File: src/rtl/tea_pkg.sv
`default_nettype none
// ----------------------------------------------------------------------------
// tea_pkg: shared TEA constants and the arbiter/sequencer state encoding
// Rev 1.0
// ----------------------------------------------------------------------------
package tea_pkg;

    localparam logic [31:0] TEA_DELTA  = 32'h9E3779B9;
    localparam int          TEA_ROUNDS = 32;
    localparam int          TEA_BLK_W  = 64;
    localparam int          TEA_KEY_W  = 128;

    typedef enum logic [2:0] {
        WAIT_CORE = 3'd0,
        ARB       = 3'd1,
        START     = 3'd2,
        BUSY      = 3'd3,
        RESP      = 3'd4
    } tea_state_e;

endpackage
`default_nettype wire

File: src/rtl/tea_rr_arbiter.sv
`default_nettype none
// ----------------------------------------------------------------------------
// tea_rr_arbiter: combinational round-robin pick, searching upward from i_ptr
// Rev 1.0
// ----------------------------------------------------------------------------
module tea_rr_arbiter #(
    parameter int N = 4
) (
    input  logic [N-1:0]         i_req,
    input  logic [$clog2(N)-1:0] i_ptr,
    output logic [N-1:0]         o_grant,
    output logic [$clog2(N)-1:0] o_idx,
    output logic                 o_any
);

    localparam int IW = $clog2(N);

    always_comb begin
        o_grant = '0;
        o_idx   = '0;
        o_any   = 1'b0;
        for (int k = 0; k < N; k++) begin
            if (!o_any && i_req[(int'(i_ptr) + k) % N]) begin
                o_any                            = 1'b1;
                o_grant[(int'(i_ptr) + k) % N]   = 1'b1;
                o_idx                            = IW'((int'(i_ptr) + k) % N);
            end
        end
    end

endmodule
`default_nettype wire

File: src/rtl/tea_arbiter.sv
`default_nettype none
// ----------------------------------------------------------------------------
// tea_arbiter: shares one TEA core among NUM_REQ requesters (round robin);
// optional BUSY watchdog enabled by TEA_ARB_TIMEOUT_EN.  Rev 1.0
// ----------------------------------------------------------------------------
module tea_arbiter
    import tea_pkg::*;
#(
    parameter int          NUM_REQ     = 4,
    parameter logic [31:0] DELTA       = TEA_DELTA,
    parameter int          TIMEOUT_CYC = 40
) (
    input  logic                           clk,
    input  logic                           rst,
    input  logic [NUM_REQ-1:0]             req_valid,
    output logic [NUM_REQ-1:0]             req_ready,
    input  logic [TEA_BLK_W*NUM_REQ-1:0]   req_data,
    input  logic [TEA_KEY_W*NUM_REQ-1:0]   req_key,
    output logic                           rsp_valid,
    input  logic                           rsp_ready,
    output logic [TEA_BLK_W-1:0]           rsp_data,
    output logic [$clog2(NUM_REQ)-1:0]     rsp_id,
    output logic                           rsp_err,
    output logic                           core_start,
    output logic [TEA_BLK_W-1:0]           core_data,
    output logic [TEA_KEY_W-1:0]           core_key,
    output logic [31:0]                    core_delta,
    input  logic                           core_done,
    input  logic [TEA_BLK_W-1:0]           core_result,
    output logic                           busy
);

    localparam int IW = $clog2(NUM_REQ);

    tea_state_e             r_state, w_next;
    logic [IW-1:0]          r_ptr, r_id, w_idx;
    logic [NUM_REQ-1:0]     w_grant;
    logic                   w_any, w_accept, w_done_ok, r_seen_low;
    logic [TEA_BLK_W-1:0]   r_data, r_rsp_data;
    logic [TEA_KEY_W-1:0]   r_key;
    logic [TEA_BLK_W-1:0]   w_req_data [NUM_REQ];
    logic [TEA_KEY_W-1:0]   w_req_key  [NUM_REQ];

    generate
        for (genvar gi = 0; gi < NUM_REQ; gi++) begin : g_unpack
            assign w_req_data[gi] = req_data[gi*TEA_BLK_W +: TEA_BLK_W];
            assign w_req_key[gi]  = req_key[gi*TEA_KEY_W +: TEA_KEY_W];
        end
    endgenerate

    tea_rr_arbiter #(.N(NUM_REQ)) u_rr (
        .i_req   (req_valid),
        .i_ptr   (r_ptr),
        .o_grant (w_grant),
        .o_idx   (w_idx),
        .o_any   (w_any)
    );

    assign w_accept  = (r_state == ARB) && w_any;
    // A done seen before the core has dropped it belongs to the previous job.
    assign w_done_ok = (r_state == BUSY) && core_done && r_seen_low;

`ifdef TEA_ARB_TIMEOUT_EN
    localparam int CW = $clog2(TIMEOUT_CYC + 1);
    logic [CW-1:0] r_cnt;
    logic          r_err, w_timeout;

    assign w_timeout = (r_state == BUSY) && (r_cnt == CW'(TIMEOUT_CYC - 1));
    assign rsp_err   = r_err;

    always_ff @(posedge clk or negedge rst) begin
        if (!rst) begin
            r_cnt <= '0;
            r_err <= 1'b0;
        end else begin
            if (r_state == START)
                r_cnt <= '0;
            else if (r_state == BUSY)
                r_cnt <= r_cnt + 1'b1;
            if (w_timeout && !w_done_ok)
                r_err <= 1'b1;
            else if ((r_state == RESP) && rsp_ready)
                r_err <= 1'b0;
        end
    end
`else
    logic w_unused_cfg;
    assign w_unused_cfg = (TIMEOUT_CYC > TEA_ROUNDS);
    assign rsp_err      = 1'b0;
`endif

    always_comb begin
        w_next = r_state;
        case (r_state)
            WAIT_CORE: if (core_done) w_next = ARB;
            ARB:       if (w_any) w_next = START;
            START:     w_next = BUSY;
            BUSY: begin
                if (w_done_ok) w_next = RESP;
`ifdef TEA_ARB_TIMEOUT_EN
                else if (w_timeout) w_next = RESP;
`endif
            end
            RESP: begin
                if (rsp_ready) begin
                    w_next = ARB;
`ifdef TEA_ARB_TIMEOUT_EN
                    if (r_err) w_next = WAIT_CORE;
`endif
                end
            end
            default:   w_next = WAIT_CORE;
        endcase
    end

    always_ff @(posedge clk or negedge rst) begin
        if (!rst) begin
            r_state    <= WAIT_CORE;
            r_ptr      <= '0;
            r_id       <= '0;
            r_data     <= '0;
            r_key      <= '0;
            r_rsp_data <= '0;
            r_seen_low <= 1'b0;
        end else begin
            r_state <= w_next;
            if (w_accept) begin
                r_data <= w_req_data[w_idx];
                r_key  <= w_req_key[w_idx];
                r_id   <= w_idx;
                r_ptr  <= (w_idx == IW'(NUM_REQ - 1)) ? '0 : w_idx + 1'b1;
            end
            if (r_state == START)
                r_seen_low <= 1'b0;
            else if ((r_state == BUSY) && !core_done)
                r_seen_low <= 1'b1;
            if (w_done_ok)
                r_rsp_data <= core_result;
`ifdef TEA_ARB_TIMEOUT_EN
            else if (w_timeout)
                r_rsp_data <= '0;
`endif
        end
    end

    assign req_ready  = (r_state == ARB) ? w_grant : '0;
    assign core_start = (r_state == START);
    assign rsp_valid  = (r_state == RESP);
    assign rsp_data   = r_rsp_data;
    assign rsp_id     = r_id;
    assign core_data  = r_data;
    assign core_key   = r_key;
    assign core_delta = DELTA;
    // Gated by reset so busy reads 0 while reset is held, even though state is WAIT_CORE.
    assign busy       = rst && (r_state != ARB);

endmodule
`default_nettype wire

File: config.mk
export PLATFORM = sky130hd
export DESIGN_NAME = tea_arbiter
export DESIGN_NICKNAME = d
export VERILOG_FILES = /design/src/rtl/tea_pkg.sv /design/src/rtl/tea_rr_arbiter.sv /design/src/rtl/tea_arbiter.sv
export SDC_FILE = /design/constraint.sdc
export NUM_CORES = 1
export LEC_CHECK = 0
export ABC_CLOCK_PERIOD_IN_PS = 3200
export BUFFER_PORTS_ARGS = -buffer_cell sky130_fd_sc_hd__buf_2
export CORE_AREA = 2 2 446 448
export DETAILED_ROUTE_END_ITERATION = 10
export DIE_AREA = 0 0 448 450
export GPL_TIMING_DRIVEN = 1
export HOLD_SLACK_MARGIN = 0.03
export PLACE_DENSITY = 0.37
export SLEW_MARGIN = 20
export SYNTH_ARGS = -nofsm -noshare
export SYNTH_HDL_FRONTEND = slang
export SYNTH_SLANG_ARGS = --single-unit
File: constraint.sdc
create_clock -name clk -period 3.2 [get_ports clk]
set_input_delay 0.64 -clock clk [delete_from_list [all_inputs] [get_ports clk]]
set_output_delay 0.64 -clock clk [all_outputs]
set_load 0.005 [all_outputs]
==> results of run 1 <==
[critical path: stages, from the launching register on]
cell      delay, ns
dfrtp_2        0.43
inv_2          0.07
ha_4           0.27
mux4_2         0.34
buf_6          0.16
a22oi_1        0.17
nor2_1         0.07
a221oi_2       0.17
nor2_1         0.09
buf_2          0.16
[what timing repair did]
| item | CTS | global route |
|---|---|---|
| resized for setup | 11 | 11 |
| pin swaps | 4 | 6 |
| hold buffers | 1 | 0 |
| hold endpoints to repair | 12 | 0 |
| setup buffers | 5 | 1 |
| setup endpoints to repair | 7 | 7 |
[power breakdown]
group          switching, uW  total, uW  internal, uW
clock network           1970       4710          2740
registers               1270       6340          5070
logic                  12100      20700          8630
[layout by cell type, fill, tap and decap left out, drive strengths merged, types with 2 or more instances in the layout]
| master | instances |
|---|---|
| a211oi | 386 |
| a21oi | 2 |
| a221oi | 4 |
| a22oi | 4 |
| and2 | 2 |
| and3 | 384 |
| buf | 1293 |
| clkbuf | 65 |
| clkinv | 9 |
| conb | 33 |
| dfrtp | 264 |
| diode | 21 |
| ha | 7 |
| inv | 5 |
| mux2 | 66 |
| mux2i | 2 |
| mux4 | 3 |
| nand2 | 196 |
| nor2 | 17 |
| nor3b | 3 |
| o21ai | 5 |
| o31ai | 193 |
[sequential cells by signal (all words and copies together) (netlist names)]
register,flops
core_data,64
r_state,3
rsp_data,64
r_seen_low,1
rsp_id,2
core_key,128
r_ptr,2
[through the flow]
stage	hold slack, ns	setup TNS [ns]	cell area, um2	std cells	power, uW
2_1_floorplan	0.3444	0	17060	1846	17110
3_3_place_gp	0.4560	-11.74	26330	5519	27350
3_5_place_dp	0.4602	-9.135	26330	5519	27230
4_1_cts	0.1731	-0.5414	27760	5600	32300
5_1_grt	0.1983	-0.6598	27830	5608	34230
6_report	0.2437	-0.00003997	27870	5622	31770
[cell type report]
class	count	share of cell area [%]
Antenna cell	21	0.1886
Clock buffer	65	4.440
Clock inverter	11	0.3951
Inverter	4	0.05387
Multi-Input combinational cell	1323	32.52
Sequential cell	264	23.71
Tap cell	2640	11.85
Timing Repair Buffer	1294	26.84
[cell families (layout without fill, tap and decap cells)]
group | after synthesis | in the layout
compound gates | 597 | 597
mux | 71 | 71
buf+inv | 259 | 1374
fa+ha+maj | 7 | 7
flops | 264 | 264
simple gates | 614 | 614
other cells | 2 | 54
xor+xnor | 1 | 1
[routing by layer]
metal  up-vias  GRT usage (%)  routed length [um]
met5         -              0                 247
met4        42          3.209                3585
met3       176          3.836               11670
met2       935          20.11               61320
met1      9918          14.86               51920
li1       9145              -                   -
[worst paths after layout]
check	cells past startpoint	endpoint	slack, ns	startpoint
worst max register to register	9	core_data[17]$_DFFE_PN0P_	0.04	r_ptr[1]$_DFFE_PN0P_
min in group asynchronous	2	core_key[73]$_DFFE_PN0P_	0.50	rst
worst min register to register	2	core_data[30]$_DFFE_PN0P_	0.47	core_data[30]$_DFFE_PN0P_
worst max-delay path	9	req_ready[3]	-0.00004	r_ptr[0]$_DFFE_PN0P_
worst min-delay path	2	rsp_data[34]$_DFFE_PN0P_	0.24	core_result[34]
max in group asynchronous	3	core_key[120]$_DFFE_PN0P_	1.67	rst
==> results.json, run 1 <==
{
  "timing.final.crit_share_pct": 100.0,
  "n_fill_cell": 22701,
  "synthArstFlopShare_pct": 100.0,
  "critical_path.max_fanout": 4,
  "violations": "negative setup slack",
  "cp.required_ns": 2.56,
  "synth-simple-area-share_pct": 19.72,
  "tightestPinTransition_ns": 0.7885,
  "finalClockSkew_ns": 0.03304,
  "drt_iter0_markers": 1685,
  "grtUsageTotal_pct": 12.07,
  "synth_compound_gate_area_share_pct": 26.90,
  "area_growth_pct": 64.46,
  "synth_xor_area_share_pct": 0.05168,
  "final_util_pct": 14.18,
  "synth_area_leaders": "dfrtp_1 39%, a211oi_1 17%, and3_1 14%",
  "rsz0062_at_grt": "yes",
  "ys_types": 45,
  "power_density_nw_per_um2": 1140,
  "ys_ff_latch": 264,
  "post_synth.cell_area_avg_um2": 9.337,
  "yosys_warnings": 0,
  "synth_most_common_cell": "and3_1",
  "gp_congestion": 0.9652,
  "synth-seq-area-share_pct": 38.98,
  "yosysTopAreaCell": "dfrtp_1",
  "synth_top_family_by_area": "compound AO/OA/AOI/OAI gates",
  "maxSlewViolCount": 0,
  "relSlewSlack_pct": 47.43,
  "fmax_mhz": 312.5,
  "dieArea_um2": 201600,
  "synth_edf_count": 0,
  "regArea_um2": 6608,
  "worst_setup_path_start_kind": "flip-flop",
  "synth_top_area_share_pct": 38.98,
  "netlist_area_um2": 16950,
  "io_buffers": 1104,
  "peakVddDrop_mv": 0.6267,
  "worst_slack_ns": -0.00003997,
  "die_w_um": 448,
  "outcome": "finished with violations",
  "cts.path.max_buffers": 3,
  "synth-adder-area-share_pct": 0.5168,
  "rows": 163,
  "drc": 0,
  "arrival_ns": 2.56,
  "core_um2": 196600,
  "dp_hpwl_mm": 107.5,
  "setup_viol": 1,
  "endpoint_kind": "primary output",
  "pin_count": 1138,
  "num_vias": 20216,
  "drt-total-wl_mm": 128.7,
  "synthFlopType": "dfrtp_1",
  "synth_common_cells": "384 x and3_1, 373 x a211oi_1, 264 x dfrtp_1",
  "critPathKind": "reg -> out",
  "antenna_found_initial": 69,
  "syn_inst": 1815,
  "final.min_clock_period_ns": 3.200,
  "cts_root_buf": "clkbuf_16",
  "pre_cts_ws_ns": -0.2270,
  "ant_nets": 0,
  "initial_utilization_pct": 8.620,
  "grt_pass1_vias": 19851,
  "cts.sinks": 264,
  "nNetsFinal": 3775,
  "clk_pin_slew_ns": 0.06,
  "via_per_inst": 3.596,
  "multi_input_area_um2": 9064,
  "drtPass1Iterations": 5,
  "die_h_um": 450,
  "worstSkewPairLatency_ns": 0.63,
  "cts.htree.levels": 2,
  "maxCapViolCount": 0,
  "routedWlPerCell_um": 22.90,
  "holdCritPathClass": "in -> reg",
  "p_leak_uw": 0.01332,
  "synthMuxAreaShare_pct": 4.903,
  "grt_pass1_wl_mm": 169.1,
  "cts_buffers": 41,
  "tritoncts": "yes",
  "grt_start_max_net_pins": 101,
  "drive_gt1_share_pct": 49.48,
  "hold_viol_final": 0,
  "overflow": 0
}
Note: power is estimated with default switching activity, not from simulation.
==> run 2, diff against run 1 <==
--- a/config.mk
+++ b/config.mk
@@ -5,14 +5,15 @@
 export SDC_FILE = /design/constraint.sdc
 export NUM_CORES = 1
 export LEC_CHECK = 0
+export ABC_AREA = 1
 export ABC_CLOCK_PERIOD_IN_PS = 3200
 export BUFFER_PORTS_ARGS = -buffer_cell sky130_fd_sc_hd__buf_2
-export CORE_AREA = 2 2 446 448
+export CORE_AREA = 2 2 441 443
 export DETAILED_ROUTE_END_ITERATION = 10
-export DIE_AREA = 0 0 448 450
+export DIE_AREA = 0 0 443 445
 export GPL_TIMING_DRIVEN = 1
 export HOLD_SLACK_MARGIN = 0.03
-export PLACE_DENSITY = 0.37
+export PLACE_DENSITY = 0.4
 export SLEW_MARGIN = 20
 export SYNTH_ARGS = -nofsm -noshare
 export SYNTH_HDL_FRONTEND = slang
==> run 2 against run 1 <==
The run now ends clean. Utilization rose by 2.4 points. Global-route usage grew 2.5 points. Combinational power increased by 48%. Flip-flop and latch count is the same. Cell area rose by 14%. Via count rose by 32%. Power grew 33%. Critical path depth is 2 higher. Worst setup slack better by 0.23 ns. Clock skew is 0.023 ns higher. Synthesized cell count is 90% higher. Maximum frequency grew 7.7%.
==> results.json, run 2 <==
{
  "holdCritPathClass": "in -> reg",
  "tightestPinTransition_ns": 0.8276,
  "r2r-start": "r_ptr[0]$_DFFE_PN0P_",
  "gp_congestion": 0.9251,
  "regArea_um2": 6606,
  "r2r_cells": 14,
  "drtPass1Iterations": 7,
  "worst_setup_path_start_kind": "flip-flop",
  "endpoint_kind": "primary output",
  "via_per_inst": 3.794,
  "rsz0062_at_grt": "no",
  "ant_nets": 0,
  "drt-total-wl_mm": 149.7,
  "fmax_mhz": 336.6,
  "slowest_delay_ns": 0.42,
  "mostFrequentLayoutCells": "1179 x nand2_1, 1103 x buf_2, 792 x inv_1",
  "pin_count": 1138,
  "drt_iter0_markers": 1726,
  "critPathSlowestCell": "dfrtp_1",
  "critPathKind": "reg -> out",
  "grt_pass1_wl_mm": 203.3,
  "r2r-end": "core_key[45]$_DFFE_PN0P_",
  "whs_path_depth": 2,
  "routedWlPerCell_um": 21.21,
  "cts.sinks": 264,
  "antenna_found_initial": 107,
  "synth_compound_gate_area_share_pct": 0.5419,
  "synth_common_cells": "1185 x nand2_1, 796 x inv_1, 402 x nand3_1",
  "synth_xor_area_share_pct": 0,
  "synth-adder-area-share_pct": 0.4169,
  "cp.required_ns": 2.56,
  "clk_pin_slew_ns": 0.06,
  "syn_inst": 3445,
  "timing.final.crit_share_pct": 92.84,
  "nNetsFinal": 5296,
  "synth_top_family_by_area": "simple AND/OR/NAND/NOR gates",
  "finalClockSkew_ns": 0.05604,
  "cp_cell_sequence": "inv_6 > ha_4 > inv_1 > nand3_1 > nand2_2 > nor2_4 > a22oi_1 > nand3_1 > nand2_2 > inv_1 > buf_2",
  "yosysTopAreaCell": "dfrtp_1",
  "peakVddDrop_mv": 0.8868,
  "core_um2": 192000,
  "maxSlewViolCount": 0,
  "tritoncts": "yes",
  "synth_area_leaders": "dfrtp_1 31%, nand2_1 21%, inv_1 14%",
  "place_area_um2": 29870,
  "worstSkewPairLatency_ns": 0.66,
  "drc": 0,
  "hold_viol_final": 0,
  "path_buf_inv": 4,
  "dieArea_um2": 197100,
  "final.min_clock_period_ns": 2.971,
  "synth-seq-area-share_pct": 31.44,
  "ys_types": 28,
  "multi_input_area_um2": 10220,
  "arrival_ns": 2.33,
  "overflow": 0,
  "p_leak_uw": 0.01907,
  "synthMuxAreaShare_pct": 3.430,
  "rows": 161,
  "drive_gt1_share_pct": 30.96,
  "min_to": "rsp_data[31]$_DFFE_PN0P_",
  "synthArstFlopShare_pct": 100.0,
  "cts_buffers": 44,
  "final_common_cell": "nand2_1",
  "io_buffers": 1104,
  "final_cell_area_um2": 31790,
  "critical_path.max_fanout": 5,
  "dp_hpwl_mm": 120.6,
  "maxCapViolCount": 0,
  "synth-simple-area-share_pct": 43.03,
  "setup_viol": 0,
  "cts_root_buf": "clkbuf_16",
  "synth_top_area_share_pct": 31.44,
  "relSlewSlack_pct": 44.82,
  "area_growth_pct": 51.33,
  "synth_most_common_cell": "nand2_1",
  "synthFlopType": "dfrtp_1",
  "grt_start_max_net_pins": 111,
  "n_fill_cell": 22419,
  "synth_edf_count": 0,
  "outcome": "finished, final reports clean",
  "worstHoldStart": "core_result[31]",
  "hold_slack_ns": 0.2044,
  "grt_pass1_vias": 26274,
  "post_synth.cell_area_avg_um2": 6.099,
  "die_h_um": 445,
  "die_w_um": 443,
  "num_vias": 26780,
  "tns_ns": 0,
  "cts.htree.levels": 2,
  "initial_utilization_pct": 10.94,
  "largest_register_ffs": 128,
  "cts.path.max_buffers": 3,
  "rrSetupSlack_ns": 0.29,
  "ys_ff_latch": 264,
  "power_density_nw_per_um2": 1329,
  "grtUsageTotal_pct": 14.52,
  "critPathLaunch": "r_ptr[0]$_DFFE_PN0P_",
  "critPathTopFamily": "simple AND/OR/NAND/NOR gates",
  "yosys_warnings": 0,
  "netlist_area_um2": 21010
}
-- run 2: cell types whose count changed after synthesis, sizes merged, moves of 4 or more --
cell,before,now
nor2,17,8
buf,130,200
a221oi,4,0
and3,384,0
inv,4,797
clkbuf,125,94
nand4,0,386
o31ai,193,0
nand2,196,1192
nand3,1,406
nor3,1,5
a211oi,386,0
-- run 2: timing repair --
action / 4_1_cts / 5_1_grt
gates cloned: 0 / 0
buffers inserted: 2 / 4
endpoints found under the setup margin: 4 / 4
pin swaps: 2 / 3
endpoints found under the hold margin: 2 / 0
hold buffers: 1 / 0
gates resized for setup: 10 / 10
-- run 2: layer usage --
layer | track usage (%) | wire (um) | up-vias
li1 | - | - | 12652
met1 | 16.76 | 58780 | 12797
met2 | 23.66 | 71830 | 1035
met3 | 5.071 | 12560 | 244
met4 | 7.464 | 6217 | 52
met5 | 0 | 337 | -
-- run 2: cells by family (layout without fill, tap and decap cells) --
logic type,Yosys count,after routing
buf+inv,1091,2095
mux,64,64
compound gates,19,19
fa+ha+maj,7,7
flops,264,264
other cells,2,86
simple gates,1998,1998
-- run 2: worst max-delay path by stage --
stage                                            to  slack (ns)  cells after the start
after floorplan                        req_ready[2]        0.78                     11
after global placement     core_key[86]$_DFFE_PN0P_        0.16                     15
after detailed placement  core_data[11]$_DFFE_PN0P_        0.21                     15
after CTS                              req_ready[1]       0.003                     11
after global routing                   req_ready[2]        0.02                     11
final                                  req_ready[0]        0.23                     11
-- run 2: report_power, final --
group	switching [uW]	internal, uW	total [uW]
Sequential	935	5070	6000
Combinational	20200	10400	30600
Clock	2150	3520	5660
-- run 2: final cells by class --
| type | count | share of cell area (%) |
|---|---|---|
| clock inverters | 21 | 1.377 |
| diodes | 53 | 0.4171 |
| well taps | 2526 | 9.941 |
| multi-input cells | 2121 | 32.14 |
| repair buffers | 1221 | 22.04 |
| flip-flops and latches | 264 | 20.78 |
| clock buffers | 56 | 3.825 |
| inverters | 797 | 9.480 |
-- run 2: stage by stage --
step,worst slack [ns],cells,util (%),power [uW]
2_1_floorplan,0.7810,3476,-,23330
3_3_place_gp,0.1583,6922,15.56,37260
3_5_place_dp,0.2090,6922,15.56,37140
4_1_cts,0.002835,7002,16.45,43300
5_1_grt,0.02375,7046,16.54,46440
6_report,0.2290,7059,16.56,42260
-- run 2: worst register-to-register path, cell delays in order, from the launching register on --
cell     delay (ns)
dfrtp_1        0.42
inv_6          0.06
ha_4           0.28
nand3_1        0.14
nand2_4        0.14
nor2_4         0.06
buf_4          0.16
nand3_4        0.11
buf_12         0.17
buf_12         0.33
nand4_1        0.55
nand3_1        0.21
nand2_1        0.07
nand2_1        0.05
nand2_1        0.05
==> run 3, diff against run 2 <==
--- a/config.mk
+++ b/config.mk
@@ -6,14 +6,14 @@
 export NUM_CORES = 1
 export LEC_CHECK = 0
 export ABC_AREA = 1
-export ABC_CLOCK_PERIOD_IN_PS = 3200
+export ABC_CLOCK_PERIOD_IN_PS = 3500
 export BUFFER_PORTS_ARGS = -buffer_cell sky130_fd_sc_hd__buf_2
 export CORE_AREA = 2 2 441 443
 export DETAILED_ROUTE_END_ITERATION = 10
 export DIE_AREA = 0 0 443 445
 export GPL_TIMING_DRIVEN = 1
 export HOLD_SLACK_MARGIN = 0.03
-export PLACE_DENSITY = 0.4
+export PLACE_DENSITY = 0.39
 export SLEW_MARGIN = 20
 export SYNTH_ARGS = -nofsm -noshare
 export SYNTH_HDL_FRONTEND = slang
==> constraint.sdc (replaced) <==
create_clock -name clk -period 3.5 [get_ports clk]
set_input_delay 0.7 -clock clk [delete_from_list [all_inputs] [get_ports clk]]
set_output_delay 0.7 -clock clk [all_outputs]
set_load 0.005 [all_outputs]
==> run 3 against run 2 <==
Worst setup slack better by 0.077 ns. Cell count fell by 0.71%. Via count is 0.89% lower. Power down 14%. Sequential share of layout area grew 0.42 points. Largest cell class unchanged. Highest routed layer unchanged.
==> results.json, run 3 (synthesis gave the netlist of run 2 again) <==
{
  "drc": 0,
  "relSlewSlack_pct": 38.01,
  "num_vias": 26542,
  "pin_count": 1138,
  "antenna_found_initial": 92,
  "whs_path_depth": 2,
  "comb_power_share_pct": 72.5,
  "critPathKind": "reg -> out",
  "maxSlewViolCount": 0,
  "critPathTopFamily": "buffers and inverters",
  "peakVddDrop_mv": 0.7503,
  "rows": 161,
  "hold_viol_final": 0,
  "critPathSlowestCell": "dfrtp_1",
  "cts.htree.levels": 2,
  "cts.path.max_buffers": 3,
  "p_sw_share_pct": 55.87,
  "arrival_ns": 2.49,
  "tightestPinTransition_ns": 0.9298,
  "placed_cells": 6898,
  "r2r_cells": 16,
  "dieArea_um2": 197100,
  "grt_pass1_vias": 25909,
  "final_util_pct": 16.23,
  "fmax_mhz": 313.1,
  "drtPass1Iterations": 5,
  "seq_power_share_pct": 15.0,
  "tritoncts": "yes",
  "grt_start_max_net_pins": 123,
  "worst_slack_ns": 0.3057,
  "pre_cts_ws_ns": 0.3603,
  "drt-total-wl_mm": 143.3,
  "r2r-start": "r_ptr[0]$_DFFE_PN0P_",
  "finalClockSkew_ns": 0.05537,
  "p_leak_uw": 0.01878,
  "io_buffers": 1104,
  "grtUsageTotal_pct": 13.87,
  "critical_path.max_fanout": 12,
  "pwr-share-clk_pct": 12.5,
  "maxCapViolCount": 0,
  "cp.required_ns": 2.80,
  "area_growth_pct": 48.33,
  "endpoint_kind": "primary output",
  "rsz0062_at_grt": "no",
  "drt_iter0_markers": 1595,
  "tns_ns": 0,
  "drive_gt1_share_pct": 30.28,
  "setup_viol": 0,
  "cts_root_buf": "clkbuf_16",
  "final_common_cell": "nand2_1",
  "die_h_um": 445,
  "timing.final.crit_share_pct": 91.27,
  "final.min_clock_period_ns": 3.194,
  "worstHoldStart": "core_result[27]",
  "cts.sinks": 264,
  "mostFrequentLayoutCells": "1184 x nand2_1, 1103 x buf_2, 793 x inv_1",
  "instances_no_fill": 7009,
  "rrSetupSlack_ns": 0.35,
  "clk_pin_slew_ns": 0.06,
  "slowest_delay_ns": 0.42,
  "ant_nets": 0,
  "worstSkewPairLatency_ns": 0.64,
  "power_switching_uw": 20420,
  "cp_cell_sequence": "inv_6 > ha_4 > inv_1 > nand3_1 > nand2_1 > nor2_2 > a22oi_1 > nand2_1 > o21ai_1 > inv_1 > buf_2",
  "grt_pass1_wl_mm": 197.1,
  "worst_setup_path_start_kind": "flip-flop",
  "initial_utilization_pct": 10.94,
  "overflow": 0,
  "nNetsFinal": 5265,
  "largest_register_ffs": 128,
  "via_per_inst": 3.787,
  "power.internal_uw": 16130,
  "core_um2": 192000,
  "min_to": "rsp_data[27]$_DFFE_PN0P_",
  "power_density_nw_per_um2": 1173,
  "gp_congestion": 0.9454,
  "r2r-end": "core_key[50]$_DFFE_PN0P_",
  "path_buf_inv": 4,
  "holdCritPathClass": "in -> reg",
  "cts_buffers": 40,
  "outcome": "finished, final reports clean",
  "routedWlPerCell_um": 20.45,
  "dp_hpwl_mm": 115.1,
  "hold_slack_ns": 0.2884,
  "die_w_um": 443
}
-- run 3: cell types whose count changed in the layout (fill, tap and decap cells not counted), moves of 2 or more --
cell,delta
buf_12,-10
buf_4,-16
bufinv_16,-5
clkbuf_16,-4
clkinv_2,+5
clkinv_4,-2
diode_2,-19
nand2_1,+5
nand2_2,-4
nand3_1,+2
nand3_2,-2
-- run 3: what timing repair did --
| item | in CTS | in global routing |
|---|---|---|
| buffers inserted | 0 | 3 |
| endpoints found under the setup margin | 2 | 4 |
| hold buffers | 1 | 0 |
| pin swaps | 0 | 2 |
| endpoints found under the hold margin | 3 | 0 |
| gates resized for setup | 2 | 4 |
-- run 3: routing by layer --
layer / track usage, % / part of all wire, % / routed length (um) / up-vias
li1: - / - / - / 12560
met1: 16.65 / 40 / 57730 / 12708
met2: 23.36 / 48 / 69040 / 965
met3: 4.052 / 7.7 / 11020 / 243
met4: 5.039 / 3.6 / 5114 / 66
met5: 0 / 0.29 / 421 / -
-- run 3: layout make-up --
type                            instances  area (um2)
Sequential cell                       264        6606
Clock buffer                           54        1134
Clock inverter                         19       304.0
Fill cell                           22551      160800
Inverter                              797        3012
Multi-Input combinational cell       2121       10190
Antenna cell                           34       85.08
Timing Repair Buffer                 1194        6676
Tap cell                             2526        3161
-- run 3: worst max-delay path by stage --
stage	cells past startpoint	endpoint	startpoint	slack, ns
5_1_grt	11	req_ready[2]	r_ptr[0]$_DFFE_PN0P_	0.06
4_1_cts	10	req_ready[2]	r_ptr[1]$_DFFE_PN0P_	0.05
3_5_place_dp	15	core_data[58]$_DFFE_PN0P_	req_valid[2]	0.36
3_3_place_gp	13	core_key[86]$_DFFE_PN0P_	r_ptr[1]$_DFFE_PN0P_	0.36
6_report	11	req_ready[3]	r_ptr[0]$_DFFE_PN0P_	0.31
2_1_floorplan	11	req_ready[2]	r_ptr[0]$_DFFE_PN0P_	1.02
-- run 3: stage by stage --
stage	cell area (um2)	power, uW
after floorplan	21130	21330
after global placement	29580	32610
after detailed placement	29580	32480
after CTS	31030	37360
after global routing	31140	40140
final	31160	36550
-- run 3: power groups by stage --
| stage | combinational [uW] | clock, uW | sequential, uW |
|---|---|---|---|
| after floorplan | 15800 | 0 | 5520 |
| after global placement | 27100 | 0 | 5500 |
| after detailed placement | 27000 | 0 | 5490 |
| after CTS | 27100 | 4820 | 5470 |
| after global routing | 29600 | 4900 | 5650 |
| final | 26500 | 4580 | 5480 |
